**src/rtl/usb_uart_pkg.sv**
```systemverilog
// Shared types and constants for the USB-to-UART bridge.
package usb_uart_pkg;

  typedef enum logic [1:0] {TX_IDLE, TX_START, TX_DATA, TX_STOP} tx_state_t;
  typedef enum logic [2:0] {RX_IDLE, RX_START, RX_DATA, RX_STOP, RX_WAIT_HIGH} rx_state_t;

  localparam int unsigned PRESCALE_MUL = 8;
  localparam int unsigned HALF_BIT     = 4;

endpackage

```
**src/rtl/bridge_fifo.sv**
```systemverilog
// First-word-fall-through FIFO with extra-MSB pointers; one instance per direction.
module bridge_fifo #(
  parameter int WIDTH = 8,
  parameter int DEPTH = 16
) (
  input  logic                     clk,
  input  logic                     rst,
  input  logic                     push,
  input  logic [WIDTH-1:0]         din,
  input  logic                     pop,
  output logic [WIDTH-1:0]         dout,
  output logic                     full,
  output logic                     empty,
  output logic [$clog2(DEPTH):0]   level
);
  import usb_uart_pkg::*;

  localparam int AW = $clog2(DEPTH);

  logic [WIDTH-1:0] mem [DEPTH];
  logic [AW:0]      wr_ptr, rd_ptr;
  logic             do_push, do_pop;

  // A pop frees a slot in the same cycle, so push is accepted while full if popping.
  assign do_pop  = pop & ~empty;
  assign do_push = push & (~full | do_pop);

  assign empty = (wr_ptr == rd_ptr);
  assign full  = (wr_ptr[AW] != rd_ptr[AW]) && (wr_ptr[AW-1:0] == rd_ptr[AW-1:0]);
  assign level = wr_ptr - rd_ptr;
  assign dout  = mem[rd_ptr[AW-1:0]];

  always_ff @(posedge clk or posedge rst) begin
    if (rst) begin
      wr_ptr <= '0;
      rd_ptr <= '0;
    end else begin
      if (do_push) wr_ptr <= wr_ptr + 1'b1;
      if (do_pop)  rd_ptr <= rd_ptr + 1'b1;
    end
  end

  always_ff @(posedge clk) begin
    if (do_push) mem[wr_ptr[AW-1:0]] <= din;
  end

endmodule

```
**src/rtl/usb_uart_bridge.sv**
```systemverilog
// AXI-Stream <-> UART bridge with TX/RX FIFOs and optional RTS/CTS flow control.
// Define UART_FLOW_CTRL_EN to honour cts_n and drive rts_n from the RX fill level.
module usb_uart_bridge #(
  parameter int DATA_WIDTH = 8,
  parameter int FIFO_DEPTH = 16,
  parameter int RTS_THRESH = FIFO_DEPTH - 4
) (
  input  logic                          clk,
  input  logic                          rst,
  input  logic [15:0]                   prescale,
  input  logic [DATA_WIDTH-1:0]         s_axis_tdata,
  input  logic                          s_axis_tvalid,
  output logic                          s_axis_tready,
  output logic [DATA_WIDTH-1:0]         m_axis_tdata,
  output logic                          m_axis_tvalid,
  input  logic                          m_axis_tready,
  output logic                          txd,
  input  logic                          rxd,
  output logic                          rts_n,
  input  logic                          cts_n,
  output logic [$clog2(FIFO_DEPTH):0]   tx_level,
  output logic [$clog2(FIFO_DEPTH):0]   rx_level,
  output logic                          frame_err,
  output logic                          overrun_err
);
  import usb_uart_pkg::*;

  localparam int LW = $clog2(FIFO_DEPTH) + 1;
  localparam int CW = 19;

  function automatic logic [CW-1:0] scale(input logic [15:0] p, input int unsigned mul);
    logic [15:0] sat;
    sat = (p == 16'd0) ? 16'd1 : p;
    return CW'(sat) * CW'(mul);
  endfunction

  logic                  tx_full, tx_empty, tx_pop;
  logic [DATA_WIDTH-1:0] tx_dout;
  logic                  rx_full, rx_empty, rx_push, rx_pop;
  logic                  cts_ok, rts_q;

  assign s_axis_tready = ~tx_full & ~rst;
  assign m_axis_tvalid = ~rx_empty;
  assign rx_pop        = m_axis_tvalid & m_axis_tready;
  assign rts_n         = rts_q;

  bridge_fifo #(.WIDTH(DATA_WIDTH), .DEPTH(FIFO_DEPTH)) u_tx_fifo (
    .clk(clk), .rst(rst), .push(s_axis_tvalid & s_axis_tready), .din(s_axis_tdata),
    .pop(tx_pop), .dout(tx_dout), .full(tx_full), .empty(tx_empty), .level(tx_level)
  );

  logic [DATA_WIDTH-1:0] rx_sh, rx_sh_d;

  bridge_fifo #(.WIDTH(DATA_WIDTH), .DEPTH(FIFO_DEPTH)) u_rx_fifo (
    .clk(clk), .rst(rst), .push(rx_push), .din(rx_sh),
    .pop(rx_pop), .dout(m_axis_tdata), .full(rx_full), .empty(rx_empty), .level(rx_level)
  );

`ifdef UART_FLOW_CTRL_EN
  logic cts_p0, cts_p1;
  always_ff @(posedge clk or posedge rst) begin
    if (rst) begin
      cts_p0 <= 1'b1;
      cts_p1 <= 1'b1;
    end else begin
      cts_p0 <= cts_n;
      cts_p1 <= cts_p0;
    end
  end
  assign cts_ok = ~cts_p1;

  always_ff @(posedge clk or posedge rst) begin
    if (rst) rts_q <= 1'b1;
    else     rts_q <= (rx_level >= LW'(RTS_THRESH));
  end
`else
  logic unused_cts;
  assign unused_cts = cts_n;
  assign cts_ok     = 1'b1;

  always_ff @(posedge clk or posedge rst) begin
    if (rst) rts_q <= 1'b1;
    else     rts_q <= 1'b0;
  end
`endif

  // ---- TX stage: FIFO word -> serial frame ----
  tx_state_t             tx_state, tx_next;
  logic [CW-1:0]         tx_cnt, tx_cnt_d, tx_len, tx_len_d;
  logic [3:0]            tx_bit, tx_bit_d;
  logic [DATA_WIDTH-1:0] tx_sh, tx_sh_d;
  logic                  txd_q, txd_d;

  always_comb begin
    tx_next  = tx_state;
    tx_cnt_d = tx_cnt;
    tx_len_d = tx_len;
    tx_bit_d = tx_bit;
    tx_sh_d  = tx_sh;
    txd_d    = txd_q;
    tx_pop   = 1'b0;
    case (tx_state)
      TX_IDLE: begin
        txd_d = 1'b1;
        if (!tx_empty && cts_ok) begin
          tx_pop   = 1'b1;
          tx_sh_d  = tx_dout;
          tx_len_d = scale(prescale, PRESCALE_MUL);
          tx_cnt_d = scale(prescale, PRESCALE_MUL) - 1'b1;
          txd_d    = 1'b0;
          tx_next  = TX_START;
        end
      end
      TX_START, TX_DATA: begin
        if (tx_cnt == '0) begin
          tx_cnt_d = tx_len - 1'b1;
          if (tx_state == TX_DATA && tx_bit == 4'(DATA_WIDTH - 1)) begin
            txd_d   = 1'b1;
            tx_next = TX_STOP;
          end else begin
            tx_bit_d = (tx_state == TX_START) ? 4'd0 : tx_bit + 4'd1;
            txd_d    = tx_sh[0];
            tx_sh_d  = tx_sh >> 1;
            tx_next  = TX_DATA;
          end
        end else begin
          tx_cnt_d = tx_cnt - 1'b1;
        end
      end
      TX_STOP: begin
        if (tx_cnt == '0) tx_next = TX_IDLE;
        else              tx_cnt_d = tx_cnt - 1'b1;
      end
      default: tx_next = TX_IDLE;
    endcase
  end

  always_ff @(posedge clk or posedge rst) begin
    if (rst) begin
      tx_state <= TX_IDLE;
      tx_cnt   <= '0;
      txd_q    <= 1'b1;
    end else begin
      tx_state <= tx_next;
      tx_cnt   <= tx_cnt_d;
      txd_q    <= txd_d;
    end
  end

  always_ff @(posedge clk) begin
    tx_len <= tx_len_d;
    tx_bit <= tx_bit_d;
    tx_sh  <= tx_sh_d;
  end

  assign txd = txd_q;

  // ---- RX stage: synchronised line -> FIFO word ----
  logic                  rxd_p0, rxd_p1, rxd_p2;
  rx_state_t             rx_state, rx_next;
  logic [CW-1:0]         rx_cnt, rx_cnt_d, rx_len, rx_len_d;
  logic [3:0]            rx_bit, rx_bit_d;
  logic                  fe_d, ov_d, fe_q, ov_q;

  always_ff @(posedge clk or posedge rst) begin
    if (rst) begin
      rxd_p0 <= 1'b1;
      rxd_p1 <= 1'b1;
      rxd_p2 <= 1'b1;
    end else begin
      rxd_p0 <= rxd;
      rxd_p1 <= rxd_p0;
      rxd_p2 <= rxd_p1;
    end
  end

  always_comb begin
    rx_next  = rx_state;
    rx_cnt_d = rx_cnt;
    rx_len_d = rx_len;
    rx_bit_d = rx_bit;
    rx_sh_d  = rx_sh;
    rx_push  = 1'b0;
    fe_d     = 1'b0;
    ov_d     = 1'b0;
    case (rx_state)
      RX_IDLE: begin
        if (rxd_p2 && !rxd_p1) begin
          rx_len_d = scale(prescale, PRESCALE_MUL);
          rx_cnt_d = scale(prescale, HALF_BIT) - 1'b1;
          rx_next  = RX_START;
        end
      end
      RX_START: begin
        if (rx_cnt != '0) begin
          rx_cnt_d = rx_cnt - 1'b1;
        end else if (rxd_p1) begin
          rx_next = RX_IDLE;
        end else begin
          rx_cnt_d = rx_len - 1'b1;
          rx_bit_d = 4'd0;
          rx_next  = RX_DATA;
        end
      end
      RX_DATA: begin
        if (rx_cnt == '0) begin
          rx_sh_d  = {rxd_p1, rx_sh[DATA_WIDTH-1:1]};
          rx_cnt_d = rx_len - 1'b1;
          rx_bit_d = rx_bit + 4'd1;
          if (rx_bit == 4'(DATA_WIDTH - 1)) rx_next = RX_STOP;
        end else begin
          rx_cnt_d = rx_cnt - 1'b1;
        end
      end
      RX_STOP: begin
        if (rx_cnt != '0) begin
          rx_cnt_d = rx_cnt - 1'b1;
        end else if (rxd_p1) begin
          if (rx_full && !rx_pop) ov_d = 1'b1;
          else                    rx_push = 1'b1;
          rx_next = RX_IDLE;
        end else begin
          fe_d    = 1'b1;
          rx_next = RX_WAIT_HIGH;
        end
      end
      RX_WAIT_HIGH: begin
        if (rxd_p1) rx_next = RX_IDLE;
      end
      default: rx_next = RX_IDLE;
    endcase
  end

  always_ff @(posedge clk or posedge rst) begin
    if (rst) begin
      rx_state <= RX_IDLE;
      rx_cnt   <= '0;
      fe_q     <= 1'b0;
      ov_q     <= 1'b0;
    end else begin
      rx_state <= rx_next;
      rx_cnt   <= rx_cnt_d;
      fe_q     <= fe_d;
      ov_q     <= ov_d;
    end
  end

  always_ff @(posedge clk) begin
    rx_len <= rx_len_d;
    rx_bit <= rx_bit_d;
    rx_sh  <= rx_sh_d;
  end

  assign frame_err   = fe_q;
  assign overrun_err = ov_q;

endmodule

```
**config.mk**
```make
export PLATFORM = sky130hd
export DESIGN_NAME = usb_uart_bridge
export DESIGN_NICKNAME = d
export VERILOG_FILES = /design/src/rtl/usb_uart_pkg.sv /design/src/rtl/bridge_fifo.sv /design/src/rtl/usb_uart_bridge.sv
export SDC_FILE = /design/constraint.sdc
export NUM_CORES = 1
export LEC_CHECK = 0
export ABC_AREA = 1
export BUFFER_PORTS_ARGS = -buffer_cell sky130_fd_sc_hd__clkbuf_2
export CAP_MARGIN = 20
export CORE_MARGIN = 2
export CORE_UTILIZATION = 36
export DETAILED_ROUTE_END_ITERATION = 12
export SLEW_MARGIN = 20
export SYNTH_ARGS = -nofsm -noshare
export SYNTH_HDL_FRONTEND = slang
export SYNTH_SLANG_ARGS = --single-unit
```
**constraint.sdc**
```tcl
create_clock -name clk -period 2.5 [get_ports clk]
set_clock_uncertainty 0.05 [all_clocks]
set_input_delay 0.5 -clock clk [delete_from_list [all_inputs] [get_ports clk]]
set_output_delay 0.5 -clock clk [all_outputs]
set_load 0.01 [all_outputs]
```
* After elaboration in Yosys (flattened, before gate mapping)
Memories as Yosys holds them, arrays and structs flattened.
Index checks and enable logic that the tools add are counted.
** Word-level totals
- Register bits after elaboration :: 126
- Input bits :: 30
- Memory bits (writable) :: 256
- Memories kept :: 2
** Memories
- u_rx_fifo.mem :: depth 16, width 8, read ports 1, clocked after memory_dff 0, write ports 1, line bridge_fifo.sv:20 : logic [WIDTH-1:0] mem [DEPTH];
- u_tx_fifo.mem :: depth 16, width 8, read ports 1, clocked after memory_dff 0, write ports 1, line bridge_fifo.sv:20
** Cells by class
- $add $sub $neg :: 14
- Multiplexer cells :: 54
- Equal/unequal tests :: 29
- Bitwise operators :: 15
- Reduce and logical (&&, ||, !) cells :: 28
** Operators with widths (count)
- two-way mux 19 bit :: 8
- subtractor 19 x 1 -> 19 bit, second input constant :: 5
- one-hot mux 19 bit (4 select lines) :: 1
- one-hot mux 19 bit (3 select lines) :: 1
- zero test 19 bit :: 2
- != test 2 bit, second input constant :: 13
- two-way mux 8 bit :: 3
- two-way mux 1 bit :: 21
- two-way mux 3 bit :: 7
- adder 5 x 1 -> 5 bit, second input constant :: 4
- nonzero test 19 bit :: 1
- subtractor 18 x 1 -> 19 bit, second input constant :: 1
- zero test 16 bit :: 1
- two-way mux 16 bit :: 1
- one-hot mux 8 bit (2 select lines) :: 1
- one-hot mux 3 bit (5 select lines) :: 1
- two-way mux 4 bit :: 3
- AND reduction 4 bit :: 3
- equality test 5 bit :: 2
- AND reduction 2 bit :: 5
- subtractor 5 bit :: 2
- adder 4 x 1 -> 4 bit, second input constant :: 2
- equality test 4 x 3 -> 1 bit, second input constant :: 2
- equality test 4 bit :: 2
- other kinds (23) :: 48

* Logic depth before layout (Yosys ltp)
- Word-level depth :: 12
- Depth in mapped cells :: 16
- Gate-level depth less buffers :: 15

* Cells and area by module
A second synthesis with hierarchy kept.
** Unflattened totals
- Cell total of the unflattened synthesis :: 2278
- Area total of the unflattened synthesis :: 19864.1 µm²
** By module, submodules not included
- bridge_fifo :: instances 2, area an instance 6478.7 µm², cells an instance 678
- usb_uart_bridge :: instances 1, area an instance 6906.6 µm², cells an instance 922

* Worst setup path before layout
OpenSTA, ideal clock, no wires.
- Path kind :: reg2reg
- From :: register u_tx_fifo.rd_ptr[1]
- To :: memory u_tx_fifo.mem[15][0], enable pin
- Path slack :: -414 ps
- Arrival time :: 2490 ps
- Setup time :: 375 ps
- Stages on the path, launching flop included :: 12
- Required time :: 2075 ps
- Cell sequence :: dfrtp_1 inv_1 clkbuf_1 clkbuf_1 ha_1 nand2_1 nor2_1 a21oi_1 nand2_1 inv_1 nand2_1 nor2_1
** Between the ends
- Word-level cells in the longest chain between the ends :: 8
** RTL lines
- from (decl) :: line bridge_fifo.sv:21 : logic [AW:0] wr_ptr, rd_ptr;
- from (signal assigned) :: line bridge_fifo.sv:39 : if (do_pop) rd_ptr <= rd_ptr + 1'b1;
- equality test 4 bit :: line bridge_fifo.sv:29 : assign full = (wr_ptr[AW] != rd_ptr[AW]) && (wr_ptr[AW-1:0] == rd_ptr[AW-1:0]);
- logical AND 1 bit :: line bridge_fifo.sv:29
- inverter 1 bit :: line usb_uart_bridge.sv:42 : assign s_axis_tready = ~tx_full & ~rst;
- AND 1 bit :: line usb_uart_bridge.sv:42
- named net s_axis_tready :: line usb_uart_bridge.sv:13 : output logic s_axis_tready,
- AND 1 bit :: line usb_uart_bridge.sv:48 : .clk(clk), .rst(rst), .push(s_axis_tvalid & s_axis_tready), .din(s_axis_tdata),
- AND 1 bit :: line bridge_fifo.sv:26 : assign do_push = push & (~full | do_pop);
- two-way mux 1 bit :: line bridge_fifo.sv:44 : if (do_push) mem[wr_ptr[AW-1:0]] <= din;
- two-way mux 1 bit (implied by the code) :: line bridge_fifo.sv:44
- to (decl) :: line bridge_fifo.sv:20
The timed path passes the listed nets, and every way through them passes these cells.

* Worst setup path after layout
- From :: register u_rx_fifo.rd_ptr[0]
- To :: output m_axis_tdata[3]
** Between the ends
- Word-level cells in the longest chain between the ends :: 1
** RTL lines
- from (decl) :: line bridge_fifo.sv:21
- from (signal assigned) :: line bridge_fifo.sv:39
- memory read (16 x 8 bit)
- to (decl) :: line usb_uart_bridge.sv:14 : output logic [DATA_WIDTH-1:0] m_axis_tdata,
No other way between the ends.

==> impl_metrics.py <==
metrics = {
    "global_routing": {
        "overflow": 0,
        "grt_max_degree": 49,
        "grt_pass1_wl_um": 73910,
        "grt_util_all_layers_pct": 18.05,
        "grt_pass1_vias": 13130,
        "antenna_found_initial": 2,
    },
    "setup_path": {
        "cp_max_fo": 5,
        "start_kind": "flop",
        "cp-end-kind": "primary output",
        "critical_path_class": "flop to primary output",
        "cp.arrival_ns": 2.26,
        "required_ns": 1.95,
    },
    "synthesis": {
        "synth_seq_cells": 382,
        "synth_edf_count": 312,
        "syn_area_sq_mm": 0.01811,
        "yosysUniqueCellTypes": 54,
        "async_reset_ff_share_pct": 18.32,
        "synth_seq_area_share_pct": 61.43,
        "synth_top_area_share_pct": 51.73,
        "ys_top_cells_by_area": "edfxtp_1, dfrtp_1, nor2_1, nand2_1, o21ai_0",
        "synth_warnings": 0,
        "syn-num-nets": 1864,
        "synthCells": 1802,
        "ys.flop_type": "edfxtp_1",
        "yosys.area.top_type": "edfxtp_1",
        "avgSynthCellArea_sq_um": 10.05,
    },
    "die": {
        "initial_core_util_pct": 36.32,
        "ios": 54,
        "die-area_sq_mm": 0.05212,
        "core_sq_mm": 0.04986,
        "die_h_um": 228.3,
        "die_width_um": 228.3,
        "rows": 82,
    },
    "sta": {
        "fmax_mhz": 356.4,
        "tightest_slew_ns": 0.6887,
        "finalSetupViolations": 14,
        "grt_setup_unrepaired": "yes",
        "fin_ws_ns": -0.3058,
        "drv_slew": 0,
        "hold_violations": 0,
        "relSlewSlack_pct": 54.09,
        "fin_crit_sh_pct": 112.2,
        "fin_crit_ns": 2.806,
    },
    "clock_network": {
        "numCtsBuffers": 43,
        "clk_path_buf_depth": 3,
        "root_buffer": "clkbuf_16",
        "htreeDepth": 2,
        "cts_sinks": 382,
        "cts_tree": "yes",
        "clk_latency_ns": 0.58,
        "clk_pin_slew_worst_paths_ns": 0.06,
    },
    "routing": {
        "wl_per_cell_um": 18.06,
        "wirelength_um": 47970,
        "post_drt_via_cell_ratio": 5.130,
        "drc_errors": 0,
        "vias": 13630,
        "dr.pass1.iters": 5,
        "drt_iter0_drc": 1073,
        "ant_nets": 0,
    },
    "placement": {
        "place_congestion": 0.8826,
        "place_ws_ns": -0.09443,
        "portBuffers": 52,
        "dp_hpwl_um": 30820,
    },
    "finish": {
        "layout-drive-gt1-share_pct": 18.98,
        "num-fill-cells": 4607,
        "layout.nets": 2009,
        "syn_to_final_growth_pct": 22.70,
        "multi_input_area_sq_mm": 0.006659,
        "seq_area_sq_mm": 0.01113,
    },
    "min_path": {
        "hold_path_class": "input pin to flop",
    },
    "status": {
        "violations": "negative setup slack",
        "run_status": "finished, violations left",
    },
    "power_and_ir_drop": {
        "vdd_drop_max_uv": 582.8,
        "p_per_area_mw_per_mm2": 1151,
        "power_w": 0.02558,
        "p_leak_nw": 8.580,
    },
    "flow_run": {
        "cap_violations": 0,
    },
}
[routing by layer]
metal	wire length, um	global-route usage (%)
met4	1444	6.270
met1	20920	24.20
met3	2851	3.356
met5	26	0
met2	22730	29.43
[stage by stage]
stage	utilization, %	std cells	TNS (ns)	hold slack (ns)	area, sq um
final	44.57	2656	-2.530	0.1685	22220
after global routing	44.55	2653	-3.711	0.1815	22220
after CTS	43.74	2644	-2.755	0.1303	21810
after detailed placement	39.56	2537	-0.3703	0.3010	19730
after global placement	39.56	2537	-0.4129	0.2964	19730
after floorplan	-	1802	-2.229	0.2952	18250
[synth_stat cells, types with 2 or more instances]
library cell,n
dfstp_2,5
nor3_1,9
nand3_1,97
o21ai_1,11
o32ai_1,5
nand2_2,6
xnor2_1,14
o31ai_1,3
o211ai_1,11
ha_1,30
a31oi_1,2
nand3_2,7
clkinv_1,4
inv_1,138
nand4_1,20
nor2_2,2
nand2_1,306
nand4_4,3
buf_2,6
clkbuf_1,64
a32oi_1,2
a21oi_1,49
dfrtp_1,65
nor2_1,324
o21ai_0,163
o22ai_1,34
fa_1,2
nor3_2,2
nor4_1,2
o21bai_1,5
xor2_1,50
nand3b_1,4
edfxtp_1,312
o221ai_1,25
[cell usage in the layout (no fill, tap or decap), types with 6 or more instances in the layout]
cell type  instances
a21oi_1           48
buf_12             8
buf_16             8
buf_2              7
buf_4             86
buf_6             17
clkbuf_1          11
clkbuf_16         47
clkbuf_2          40
clkbuf_8           6
clkinv_1           8
clkinv_2           8
dfrtp_1           60
edfxtp_1         312
ha_1              24
ha_4               6
inv_1            127
inv_2              8
nand2_1          300
nand2_2           12
nand3_1           92
nand3_2           10
nand4_1           20
nor2_1           282
nor2_2            25
nor2_4            20
nor3_1             9
o211ai_1          11
o21ai_0          136
o21ai_1           24
o21ai_2           13
o221ai_1          22
o22ai_1           26
o22ai_2            8
xnor2_1           13
xor2_1            50
[where the power goes]
group	internal, W	switching [W]
logic	0.00417	0.00665
clock network	0.00371	0.00260
registers	0.00783	0.000629
total	0.0157	0.00988
[flip-flops by register name (all words and copies together) (netlist names), 2 cells and up]
| name | cells |
|---|---|
| u_rx_fifo.mem | 128 |
| u_tx_fifo.mem | 128 |
| rx_cnt | 19 |
| tx_cnt | 19 |
| rx_len | 16 |
| tx_len | 16 |
| rx_sh | 8 |
| tx_sh | 8 |
| u_rx_fifo.rd_ptr | 5 |
| u_rx_fifo.wr_ptr | 5 |
| u_tx_fifo.rd_ptr | 5 |
| u_tx_fifo.wr_ptr | 5 |
| rx_bit | 4 |
| tx_bit | 4 |
| rx_state | 3 |
| tx_state | 2 |
[logic make-up after synthesis]
kind of cell | after synthesis | share of synthesized area [%]
DFF | 382 | 61.43
and+or+nand+nor | 790 | 18.54
other | 1 | 0.02070
buffers and inverters | 217 | 4.615
AOI/OAI and AO/OA | 316 | 10.00
adders and majority gates | 32 | 2.293
xor gates and xnor gates | 64 | 3.095
[timing repair]
| item | CTS | global route |
|---|---|---|
| pin swaps | 30 | 34 |
| endpoints found under the setup margin | 17 | 86 |
| gates resized for setup | 69 | 96 |
| hold buffers | 2 | 0 |
| buffers inserted | 17 | 7 |
| gates cloned | 9 | 2 |
| endpoints found under the hold margin | 22 | 0 |
[worst paths after layout]
check	start	to	slack, ns	depth (start not counted)
max	u_rx_fifo.rd_ptr[0]$_DFFE_PP0P_	m_axis_tdata[3]	-0.31	9
min	m_axis_tready	u_rx_fifo.rd_ptr[0]$_DFFE_PP0P_	0.17	3
max reg2reg	rx_cnt[1]$_DFFE_PP0P_	u_rx_fifo.mem[14][6]$_DFFE_PP_	0.13	12
min reg2reg	rxd_p0$_DFF_PP1_	rxd_p1$_DFF_PP1_	0.31	0
max in group asynchronous	rst	rxd_p2$_DFF_PP1_	1.27	4
min in group asynchronous	rst	tx_cnt[14]$_DFFE_PP0P_	0.43	3
[final cells by class]
| class | instances | share of cell area (%) |
|---|---|---|
| flip-flops and latches | 382 | 50.10 |
| multi-input cells | 1203 | 29.96 |
| repair buffers | 173 | 7.212 |
| clock buffers | 62 | 5.624 |
| well taps | 672 | 3.783 |
| inverters | 144 | 2.494 |
| clock inverters | 17 | 0.7938 |
| diodes | 3 | 0.03378 |
[critical path, stage by stage (launching register included)]
cell,delay (ns)
dfrtp_2,0.42
clkinvlp_4,0.11
buf_6,0.14
buf_12,0.13
buf_16,0.13
nor2_1,0.13
o221ai_1,0.17
o211ai_1,0.15
nand3_1,0.13
buf_2,0.16
Power figures use the tool's default switching activity.
